## src/rtl/vme_master_pkg.sv

```systemverilog
// Shared types and constants for the VME strobe bus masters.
package vme_master_pkg;

  typedef enum logic [1:0] {
    IDLE   = 2'd0,
    STROBE = 2'd1,
    WAIT   = 2'd2,
    RESP   = 2'd3
  } state_e;

  localparam logic C_OP_READ  = 1'b0;
  localparam logic C_OP_WRITE = 1'b1;

  localparam int unsigned C_DEFAULT_TIMEOUT = 32'd255;

  // Width of a counter able to hold the value TIMEOUT.
  function automatic int unsigned tmo_width(input int unsigned timeout);
    return $clog2(timeout + 32'd1);
  endfunction

endpackage

```

## src/rtl/vme_strobe_master_if.sv

```systemverilog
// Request/response stream plus VME strobe bus, seen from the master (design) and slave (environment) sides.
interface vme_strobe_master_if #(
  parameter int unsigned ADDR_WIDTH = 12,
  parameter int unsigned DATA_WIDTH = 32
) ();

  logic                  req_valid;
  logic                  req_ready;
  logic                  req_write;
  logic [ADDR_WIDTH-1:0] req_addr;
  logic [DATA_WIDTH-1:0] req_wdata;
  logic                  rsp_valid;
  logic                  rsp_ready;
  logic [DATA_WIDTH-1:0] rsp_rdata;
  logic                  rsp_err;
  logic [ADDR_WIDTH-1:0] bus_addr;
  logic [DATA_WIDTH-1:0] bus_wr_data;
  logic [DATA_WIDTH-1:0] bus_rd_data;
  logic                  bus_rd_mem;
  logic                  bus_wr_mem;
  logic                  bus_rd_done;
  logic                  bus_wr_done;

  modport master (
    input  req_valid, req_write, req_addr, req_wdata, rsp_ready,
    input  bus_rd_data, bus_rd_done, bus_wr_done,
    output req_ready, rsp_valid, rsp_rdata, rsp_err,
    output bus_addr, bus_wr_data, bus_rd_mem, bus_wr_mem
  );

  modport slave (
    output req_valid, req_write, req_addr, req_wdata, rsp_ready,
    output bus_rd_data, bus_rd_done, bus_wr_done,
    input  req_ready, rsp_valid, rsp_rdata, rsp_err,
    input  bus_addr, bus_wr_data, bus_rd_mem, bus_wr_mem
  );

endinterface

```

## src/rtl/vme_master_timeout.sv

```systemverilog
// Loadable down-counter for access timeouts: load arms it, en counts down,
// expire flags the last waiting cycle.
module vme_master_timeout
  import vme_master_pkg::*;
#(
  parameter int unsigned TIMEOUT = C_DEFAULT_TIMEOUT
) (
  input  logic clk,
  input  logic rst_n,
  input  logic clr_i,
  input  logic load_i,
  input  logic en_i,
  output logic expire_o
);

  localparam int unsigned W = tmo_width(TIMEOUT);
  localparam logic [W-1:0] LOAD_VAL = W'(TIMEOUT - 32'd1);

  logic [W-1:0] count_q;
  logic [W-1:0] count_d;

  // Next count: clear beats load beats decrement; never wraps below zero.
  always_comb begin
    count_d = count_q;
    if (clr_i) begin
      count_d = '0;
    end else if (load_i) begin
      count_d = LOAD_VAL;
    end else if (en_i && (count_q != '0)) begin
      count_d = count_q - W'(1);
    end else begin
      count_d = count_q;
    end
  end

  // Count register.
  always_ff @(posedge clk) begin
    if (!rst_n) begin
      count_q <= '0;
    end else begin
      count_q <= count_d;
    end
  end

  assign expire_o = (count_q == W'(1));

endmodule

```

## src/rtl/vme_strobe_master.sv

```systemverilog
// Converts a valid/ready request stream into single-cycle VME read/write strobes,
// waits for the matching done and returns a response, or an error on timeout.
module vme_strobe_master
  import vme_master_pkg::*;
#(
  parameter int unsigned ADDR_WIDTH = 12,
  parameter int unsigned DATA_WIDTH = 32,
  parameter int unsigned TIMEOUT    = C_DEFAULT_TIMEOUT
) (
  input  logic                clk,
  input  logic                rst_n,
  vme_strobe_master_if.master bus,
  output logic [15:0]         timeout_cnt
);

  state_e                state_q, state_d;
  logic                  op_q, op_d;
  logic [ADDR_WIDTH-1:0] addr_q, addr_d;
  logic [DATA_WIDTH-1:0] wdata_q, wdata_d;
  logic                  rd_mem_q, rd_mem_d;
  logic                  wr_mem_q, wr_mem_d;
  logic                  req_ready_q, req_ready_d;
  logic                  rsp_valid_q, rsp_valid_d;
  logic [DATA_WIDTH-1:0] rsp_rdata_q, rsp_rdata_d;
  logic                  rsp_err_q, rsp_err_d;
  logic [15:0]           tcnt_q, tcnt_d;
  logic                  done_match;
  logic                  tmo_clr, tmo_load, tmo_en, tmo_expire;

  vme_master_timeout #(.TIMEOUT(TIMEOUT)) u_timeout (
    .clk      (clk),
    .rst_n    (rst_n),
    .clr_i    (tmo_clr),
    .load_i   (tmo_load),
    .en_i     (tmo_en),
    .expire_o (tmo_expire)
  );

  // Next-state and next-output logic; only WAIT looks at the done inputs.
  always_comb begin
    state_d     = state_q;
    op_d        = op_q;
    addr_d      = addr_q;
    wdata_d     = wdata_q;
    rd_mem_d    = 1'b0;
    wr_mem_d    = 1'b0;
    req_ready_d = req_ready_q;
    rsp_valid_d = rsp_valid_q;
    rsp_rdata_d = rsp_rdata_q;
    rsp_err_d   = rsp_err_q;
    tcnt_d      = tcnt_q;
    tmo_clr     = 1'b0;
    tmo_load    = 1'b0;
    tmo_en      = 1'b0;
    done_match  = (op_q == C_OP_WRITE) ? bus.bus_wr_done : bus.bus_rd_done;

    case (state_q)
      IDLE: begin
        tmo_clr = 1'b1;
        if (bus.req_valid && req_ready_q) begin
          state_d     = STROBE;
          op_d        = bus.req_write;
          addr_d      = bus.req_addr;
          wdata_d     = bus.req_wdata;
          rd_mem_d    = (bus.req_write == C_OP_READ);
          wr_mem_d    = (bus.req_write == C_OP_WRITE);
          req_ready_d = 1'b0;
        end else begin
          req_ready_d = 1'b1;
        end
      end
      STROBE: begin
        tmo_load = 1'b1;
        state_d  = WAIT;
      end
      WAIT: begin
        // A done in the expiring cycle still wins over the timeout.
        if (done_match) begin
          rsp_rdata_d = (op_q == C_OP_READ) ? bus.bus_rd_data : {DATA_WIDTH{1'b0}};
          rsp_err_d   = 1'b0;
          rsp_valid_d = 1'b1;
          state_d     = RESP;
        end else if (tmo_expire) begin
          rsp_rdata_d = {DATA_WIDTH{1'b0}};
          rsp_err_d   = 1'b1;
          rsp_valid_d = 1'b1;
          state_d     = RESP;
          if (tcnt_q != 16'hFFFF) begin
            tcnt_d = tcnt_q + 16'd1;
          end else begin
            tcnt_d = tcnt_q;
          end
        end else begin
          tmo_en = 1'b1;
        end
      end
      RESP: begin
        if (bus.rsp_ready) begin
          rsp_valid_d = 1'b0;
          req_ready_d = 1'b1;
          state_d     = IDLE;
        end else begin
          rsp_valid_d = 1'b1;
        end
      end
      default: begin
        state_d     = IDLE;
        req_ready_d = 1'b0;
        rsp_valid_d = 1'b0;
      end
    endcase
  end

  // State register.
  always_ff @(posedge clk) begin
    if (!rst_n) begin
      state_q <= IDLE;
    end else begin
      state_q <= state_d;
    end
  end

  // Registered datapath and outputs.
  always_ff @(posedge clk) begin
    if (!rst_n) begin
      op_q        <= C_OP_READ;
      addr_q      <= '0;
      wdata_q     <= '0;
      rd_mem_q    <= 1'b0;
      wr_mem_q    <= 1'b0;
      req_ready_q <= 1'b0;
      rsp_valid_q <= 1'b0;
      rsp_rdata_q <= '0;
      rsp_err_q   <= 1'b0;
      tcnt_q      <= 16'd0;
    end else begin
      op_q        <= op_d;
      addr_q      <= addr_d;
      wdata_q     <= wdata_d;
      rd_mem_q    <= rd_mem_d;
      wr_mem_q    <= wr_mem_d;
      req_ready_q <= req_ready_d;
      rsp_valid_q <= rsp_valid_d;
      rsp_rdata_q <= rsp_rdata_d;
      rsp_err_q   <= rsp_err_d;
      tcnt_q      <= tcnt_d;
    end
  end

  assign bus.req_ready   = req_ready_q;
  assign bus.rsp_valid   = rsp_valid_q;
  assign bus.rsp_rdata   = rsp_rdata_q;
  assign bus.rsp_err     = rsp_err_q;
  assign bus.bus_addr    = addr_q;
  assign bus.bus_wr_data = wdata_q;
  assign bus.bus_rd_mem  = rd_mem_q;
  assign bus.bus_wr_mem  = wr_mem_q;
  assign timeout_cnt     = tcnt_q;

endmodule
```

## src/flat_wrapper.sv

```systemverilog
// flat-port wrapper written by rule: the top's interface ports become plain ports
module vme_strobe_master_flat import vme_master_pkg::*;
#(
  parameter int unsigned ADDR_WIDTH = 12,
  parameter int unsigned DATA_WIDTH = 32,
  parameter int unsigned TIMEOUT    = C_DEFAULT_TIMEOUT
)
  (clk, rst_n, timeout_cnt, bus_req_valid, bus_req_write, bus_req_addr, bus_req_wdata, bus_rsp_ready, bus_bus_rd_data, bus_bus_rd_done, bus_bus_wr_done, bus_req_ready, bus_rsp_valid, bus_rsp_rdata, bus_rsp_err, bus_bus_addr, bus_bus_wr_data, bus_bus_rd_mem, bus_bus_wr_mem);
  vme_strobe_master_if #(.ADDR_WIDTH(ADDR_WIDTH), .DATA_WIDTH(DATA_WIDTH)) bus_i ();
  input  logic clk;
  input  logic rst_n;
  output logic [15:0] timeout_cnt;
  input wire logic [$bits(bus_i.req_valid)-1:0] bus_req_valid;
  input wire logic [$bits(bus_i.req_write)-1:0] bus_req_write;
  input wire logic [$bits(bus_i.req_addr)-1:0] bus_req_addr;
  input wire logic [$bits(bus_i.req_wdata)-1:0] bus_req_wdata;
  input wire logic [$bits(bus_i.rsp_ready)-1:0] bus_rsp_ready;
  input wire logic [$bits(bus_i.bus_rd_data)-1:0] bus_bus_rd_data;
  input wire logic [$bits(bus_i.bus_rd_done)-1:0] bus_bus_rd_done;
  input wire logic [$bits(bus_i.bus_wr_done)-1:0] bus_bus_wr_done;
  output wire logic [$bits(bus_i.req_ready)-1:0] bus_req_ready;
  output wire logic [$bits(bus_i.rsp_valid)-1:0] bus_rsp_valid;
  output wire logic [$bits(bus_i.rsp_rdata)-1:0] bus_rsp_rdata;
  output wire logic [$bits(bus_i.rsp_err)-1:0] bus_rsp_err;
  output wire logic [$bits(bus_i.bus_addr)-1:0] bus_bus_addr;
  output wire logic [$bits(bus_i.bus_wr_data)-1:0] bus_bus_wr_data;
  output wire logic [$bits(bus_i.bus_rd_mem)-1:0] bus_bus_rd_mem;
  output wire logic [$bits(bus_i.bus_wr_mem)-1:0] bus_bus_wr_mem;
  assign bus_i.req_valid = bus_req_valid;
  assign bus_i.req_write = bus_req_write;
  assign bus_i.req_addr = bus_req_addr;
  assign bus_i.req_wdata = bus_req_wdata;
  assign bus_i.rsp_ready = bus_rsp_ready;
  assign bus_i.bus_rd_data = bus_bus_rd_data;
  assign bus_i.bus_rd_done = bus_bus_rd_done;
  assign bus_i.bus_wr_done = bus_bus_wr_done;
  assign bus_req_ready = bus_i.req_ready;
  assign bus_rsp_valid = bus_i.rsp_valid;
  assign bus_rsp_rdata = bus_i.rsp_rdata;
  assign bus_rsp_err = bus_i.rsp_err;
  assign bus_bus_addr = bus_i.bus_addr;
  assign bus_bus_wr_data = bus_i.bus_wr_data;
  assign bus_bus_rd_mem = bus_i.bus_rd_mem;
  assign bus_bus_wr_mem = bus_i.bus_wr_mem;
  vme_strobe_master #(.ADDR_WIDTH(ADDR_WIDTH), .DATA_WIDTH(DATA_WIDTH), .TIMEOUT(TIMEOUT)) u_core (.clk(clk), .rst_n(rst_n), .bus(bus_i), .timeout_cnt(timeout_cnt));
endmodule
```

## config.mk

```make
export PLATFORM = sky130hd
export DESIGN_NAME = vme_strobe_master_flat
export DESIGN_NICKNAME = d
export VERILOG_FILES = /design/src/rtl/vme_master_pkg.sv /design/src/rtl/vme_strobe_master_if.sv /design/src/rtl/vme_master_timeout.sv /design/src/rtl/vme_strobe_master.sv /design/src/flat_wrapper.sv
export SDC_FILE = /design/constraint.sdc
export NUM_CORES = 1
export LEC_CHECK = 0
export CAP_MARGIN = 40
export CORE_UTILIZATION = 35
export CTS_CLUSTER_DIAMETER = 30
export CTS_CLUSTER_SIZE = 28
export DETAILED_ROUTE_END_ITERATION = 10
export PLACE_DENSITY_LB_ADDON = 0.12
export SKIP_LAST_GASP = 1
export SLEW_MARGIN = 20
export SYNTH_ARGS = -nofsm -noshare
export SYNTH_HDL_FRONTEND = slang
export SYNTH_SLANG_ARGS = --single-unit
export TNS_END_PERCENT = 30
```

## constraint.sdc

```tcl
create_clock -name clk -period 4.9 [get_ports clk]
set_input_delay 1.47 -clock clk [delete_from_list [all_inputs] [get_ports clk]]
set_output_delay 1.47 -clock clk [all_outputs]
set_load 0.01 [all_outputs]
```

After elaboration in Yosys (flattened, before gate mapping)
Cells that the tools add are included.

Add/sub/neg operators: 2. $mul: 0. Divide/modulo/power cells: 0. $lt $le $gt $ge: 0. Eq/ne operators: 8. Shift operators: 0. Mux-type cells: 24. Bitwise operators: 3. Reduce and logical (&&, ||, !) cells: 17.

Operators by type and width (number): $mux W32 (3); $add A16 B1 Y16 const B (1); $mux W8 (2); $ne A16 B16 Y1 const B (1); $mux W1 (12); $eq A8 B1 Y1 const B (1); $mux W2 (4); $pmux W2 S4 (1); $reduce_and A2 Y1 (4); $reduce_bool A2 Y1 (4); $reduce_bool A8 Y1 (1); $sub A8 B1 Y8 const B (1); $reduce_and A3 Y1 (2); $eq A2 B2 Y1 const B (2); $pmux W1 S2 (2); $reduce_and A4 Y1 (1); $ne A3 B1 Y1 const B (1); $not A1 Y1 (3); $reduce_or A3 Y1 (1); $eq A2 B1 Y1 const B (1); $logic_and A1 B1 Y1 (2); $logic_not A2 Y1 (1); $ne A2 B1 Y1 const B (1); $ne A2 B2 Y1 const B (1); $reduce_or A2 Y1 (1).

Bits in registers: 108. Latch bits: 0. Bits in writable memories: 0. Memory bits (read-only): 0. Input bits: 83. Output and inout port bits: 97. Logic and storage cells: 67. Memories: 0.

Longest topological paths before layout
Depth after elaboration: 7. Gate-level depth with buffers: 7. Depth with buffers taken out: 6.

Modules after synthesis
A second synthesis with hierarchy kept.

Cell total of the unflattened synthesis: 537. Area, all modules: 4464.3 um2.

Modules (own cells, without submodules): vme_strobe_master (instances 1, cells an instance 479, area each 3960.0 um2); vme_master_timeout (instances 1, cells an instance 58, area each 504.2 um2).

Worst setup path before layout
Ideal clock, no wire load.

Path kind: input to register. Start: input bus_bus_wr_done. End: register u_core.tcnt_q[13] (netlist: u_core.timeout_cnt[13]). Arrival time: 2.574 ns. Slack: 2.255 ns. Cell stages on the path: 5. Buffers on the path: 1. Path through: mux2i_1 nand4_2 buf_2 nor4_2 mux2i_1.

Cells in the longest elaborated chain, start to end: 3.

RTL lines: start, declared (RTL line flat_wrapper.sv:20) `input wire logic [$bits(bus_i.bus_wr_done)-1:0] bus_bus_wr_done;`; $mux W1 (RTL line vme_strobe_master.sv:55) `done_match = (op_q == C_OP_WRITE) ? bus.bus_wr_done : bus.bus_rd_done;`; $not A1 Y1 (no line); $reduce_and A4 Y1 (no line); end signal, assigned (RTL line vme_strobe_master.sv:146) `tcnt_q <= tcnt_d;`; end, declared (RTL line vme_strobe_master.sv:26) `logic [15:0] tcnt_q, tcnt_d;`.

No other way between the ends. A chain may end at the register's enable or synchronous reset.

Worst setup path in the final report
Start: input bus_bus_wr_done. End: register u_core.tcnt_q[3] (netlist: u_core.timeout_cnt[3]).

Same word-level chain as after synthesis.

==> metrics.md <==
| Metric | Value |
|---|---|
| Hold-fix buffers, CTS | `0` |
| Critical path type | `input pin to register` |
| Final TNS setup | `0 ns` |
| Post-synth EDFFs | `0` |
| H-tree lvl count | `3` |
| CP Launch Point | `bus_bus_wr_done` |
| Asr flop ratio synth | `0` |
| Initial antenna violation count | `0` |
| Pwr dens | `between 300 and 400 mW/mm^2` |
| GR met1 Demand/Resource | `0.2360` |
| Die Y | `114.7 um` |
| Status | `finished, final reports clean` |
| Top_reg_cell synth | `dfxtp_1` |
| GPL Wtd Cong | `between 0.8 and 0.9` |
| Ant. Diodes | `0` |
| DRT antenna net count | `0` |
| Drt first pass iters | `6` |
| Yosys warns | `0` |
| Starting DRC count in detailed routing | `roughly 220` |
| Area after DPL | `0.006372 mm^2` |
| Mean post-synth cell area | `8.245 um^2` |
| Design Area, Final | `around 0.0067 mm^2` |
| Slowest CP cell | `or4_1` |
| Hold Violations, Final | `0` |
| Hold crit path type | `register to register` |
| CP endpoint | `u_core.timeout_cnt[3]` |
| Max-cap viol count | `0` |
| FF-to-FF End | `u_core.timeout_cnt[3]` |
| Hold slack | `0.4534 ns` |
| Vias in the first global route | `~4300` |
| R2R Setup Slk | `between 2 and 2.5 ns` |
| CP Cell Sequence | `clkdlybuf4s50_1, mux2i_1, nand4_2, or4_1, a21oi_1` |
| Fillcell total | `around 1200` |
| Clock sink count | `between 100 and 150` |
| Critical path fanouts, max | `16` |
| Required @ worst endpoint | `slightly above 5 ns` |
| RSZ-0062 raised after global routing | `no` |
| Area growth syn-to-layout | `50.39%` |
| Total CTS buffers | `9` |
| Final Max Slew Viols | `0` |
| Setup repair bufs after CTS | `0` |
| FF-to-FF path depth | `6` |
| Unique masters post-synth | `44` |
| Buf+Inv Stages, Crit Path | `1` |
| Final period util | `0.6424` |
| Peak VDD IR | `between 0.15 and 0.2 mV` |
| Final setup viols | `0` |
| F_max | `~320 MHz` |
| Crit end category | `register` |
| IO Count | `180` |
| Crit path largest cell delay | `between 0.5 and 0.6 ns` |
| WP depth | `5` |
| Slew margin rel. | `0.5253` |
| Gates resized, CTS repair | `0` |
| Die Wd | `about 110 um` |
| Most frequent cells in the layout | `clkdlybuf4s50_1, dfxtp_1, nand2_1, a21oi_1, nand3_1` |
| Post-Syn Instances | `roughly 540` |
| Pwr Total | `around 2.5 mW` |
| Post-DR wirelength/cell | `approximately 15 um` |
| Core area | `~0.012 mm^2` |
| Via density | `around 5` |
| GRT met2 Usage | `0.3273` |
| Reg clk slew, reported paths | `approximately 0.07 ns` |
| Worst R2R Start | `u_core.u_timeout.count_q[1]` |
| Critical Path AT | `between 3 and 4 ns` |
| Share of cells above drive strength 1 | `0.04993` |
| Synth Net Count | `630` |
| Post-layout util | `0.5473` |
| Largest net degree at the start of global routing | `56` |
| Remaining DRCs | `0` |
| Seq/Total Area, Yosys | `0.4865` |
| Congestion Overflow GR | `0` |
| Top-area cell type share of the netlist area | `0.4865` |
| CTS tree | `yes` |
| Port buffer count | `179` |
| Row count | `40` |
| Synth area leaders | `dfxtp_1, a21oi_1, nand2_1` |
| First-pass GRT wire length | `20400 um` |
| Crit path max-delay family | `simple AND/OR/NAND/NOR gates` |
| Final HPWL DP | `slightly below 9000 um` |
| Leakage | `between 2 and 2.5 nW` |
| CTS Root Buffer Type | `clkbuf_16` |
| Nets@finish | `787` |
| Clk_lat worst skew | `about 0.35 ns` |
| Synthesized area | `between 0.004 and 0.005 mm^2` |
| Clock skew | `0.006567 ns` |
| Crit path time final | `3.148 ns` |
| Total GRT Usage | `0.1960` |
| Most common cell after layout, fill and taps aside | `clkdlybuf4s50_1` |
| Most used routing layer | `met2` |
| Routed WL | `around 13000 um` |
| Initial core utilization | `0.3639` |
| Post-synth top area cell | `dfxtp_1` |
| DIE AREA | `~0.013 mm^2` |
| Pin slew with the least headroom to its limit | `0.7104 ns` |
| GR Layer Usage met3 | `0.05717` |
| Vias | `approximately 4400` |
| Clk buf depth | `2` |
| Seq cells post-synth | `roughly 110` |
| CP Launch Type | `input pin` |
[synthesized netlist by cell type (all sizes together) (2+ instances only)]
| cell type | number |
|---|---|
| dfxtp | 108 |
| nand2 | 105 |
| a21oi | 88 |
| nand3 | 40 |
| o21ai | 39 |
| clkbuf | 33 |
| nand2b | 10 |
| buf | 8 |
| ha | 8 |
| inv | 8 |
| mux2i | 8 |
| nor2 | 8 |
| o31ai | 8 |
| or4 | 7 |
| a311oi | 5 |
| and4 | 5 |
| nand4 | 5 |
| nor4 | 5 |
| a31oi | 4 |
| nor2b | 4 |
| nor3 | 4 |
| or3 | 4 |
| a211oi | 3 |
| and3 | 3 |
| nor3b | 2 |
| o211a | 2 |
| o311ai | 2 |
| o41ai | 2 |
| or3b | 2 |
[state kept, by name, indices dropped and copies added, names as in the netlist]
name                      count
u_core.bus.bus_wr_data       32
u_core.bus.rsp_rdata         32
u_core.timeout_cnt           16
u_core.bus.bus_addr          12
u_core.u_timeout.count_q      8
u_core.state_q                2
u_core.bus.bus_rd_mem         1
u_core.bus.bus_wr_mem         1
u_core.bus.req_ready          1
u_core.bus.rsp_err            1
u_core.bus.rsp_valid          1
u_core.op_q                   1
[final cells by class]
type / count / area, um^2 / area share
multi-input cells: 381 / 2102 / 0.3145
clock buffers: 11 / 252.7 / 0.03781
repair buffers: 187 / 1864 / 0.2789
clock inverters: 5 / 58.81 / 0.008798
inverters: 9 / 33.78 / 0.005054
flip-flops and latches: 108 / 2162 / 0.3235
well taps: 168 / 210.2 / 0.03145
[worst reg2reg max path, cell delays in order, from the launching register on]
cell     delay [ns]
dfxtp_1        0.32
inv_1          0.12
ha_1           0.21
nor3b_1        0.61
nand4_2        0.44
or4_1          0.58
a21oi_1        0.16
[through the flow]
stage	instances	setup WS [ns]
2_1_floorplan	539	2.255
3_3_place_gp	853	1.423
3_5_place_dp	853	1.401
4_1_cts	869	1.767
5_1_grt	869	1.589
6_report	869	1.752
[routing by layer]
layer | share of wire | vias up
met2 | 0.47 | 148
met3 | 0.076 | 20
li1 | - | 2214
met5 | 0 | -
met4 | 0.020 | 0
met1 | 0.43 | 1988
[logic make-up after synthesis]
family | Yosys count | synth area share
buffers and inverters | 50 | 0.04307
AO/OA/AOI/OAI | 157 | 0.1959
multiplexers | 9 | 0.02055
adder cells (fa/ha/maj) | 8 | 0.02252
AND/OR/NAND/NOR | 207 | 0.2314
flip-flops | 108 | 0.4865
[worst min-delay path by stage]
stage                                      from                     endpoint  slack [ns]  cells after the start
floorplan           u_core.u_timeout.count_q[0]  u_core.u_timeout.count_q[0]        0.48                      2
finish                u_core.bus.bus_wr_data[7]    u_core.bus.bus_wr_data[7]        0.45                      2
global route             u_core.bus.bus_addr[5]       u_core.bus.bus_addr[5]        0.48                      2
CTS                   u_core.bus.bus_wr_data[7]    u_core.bus.bus_wr_data[7]        0.46                      2
detailed placement   u_core.bus.bus_wr_data[12]   u_core.bus.bus_wr_data[12]        0.45                      2
global placement         u_core.bus.bus_addr[5]       u_core.bus.bus_addr[5]        0.44                      2
[power by group]
group          switching [mW]  total [mW]  internal, mW
Combinational           0.395       0.716         0.321
Sequential             0.0597        1.03         0.971
Clock                   0.328       0.753         0.425
Power figures use the tool's default switching activity.
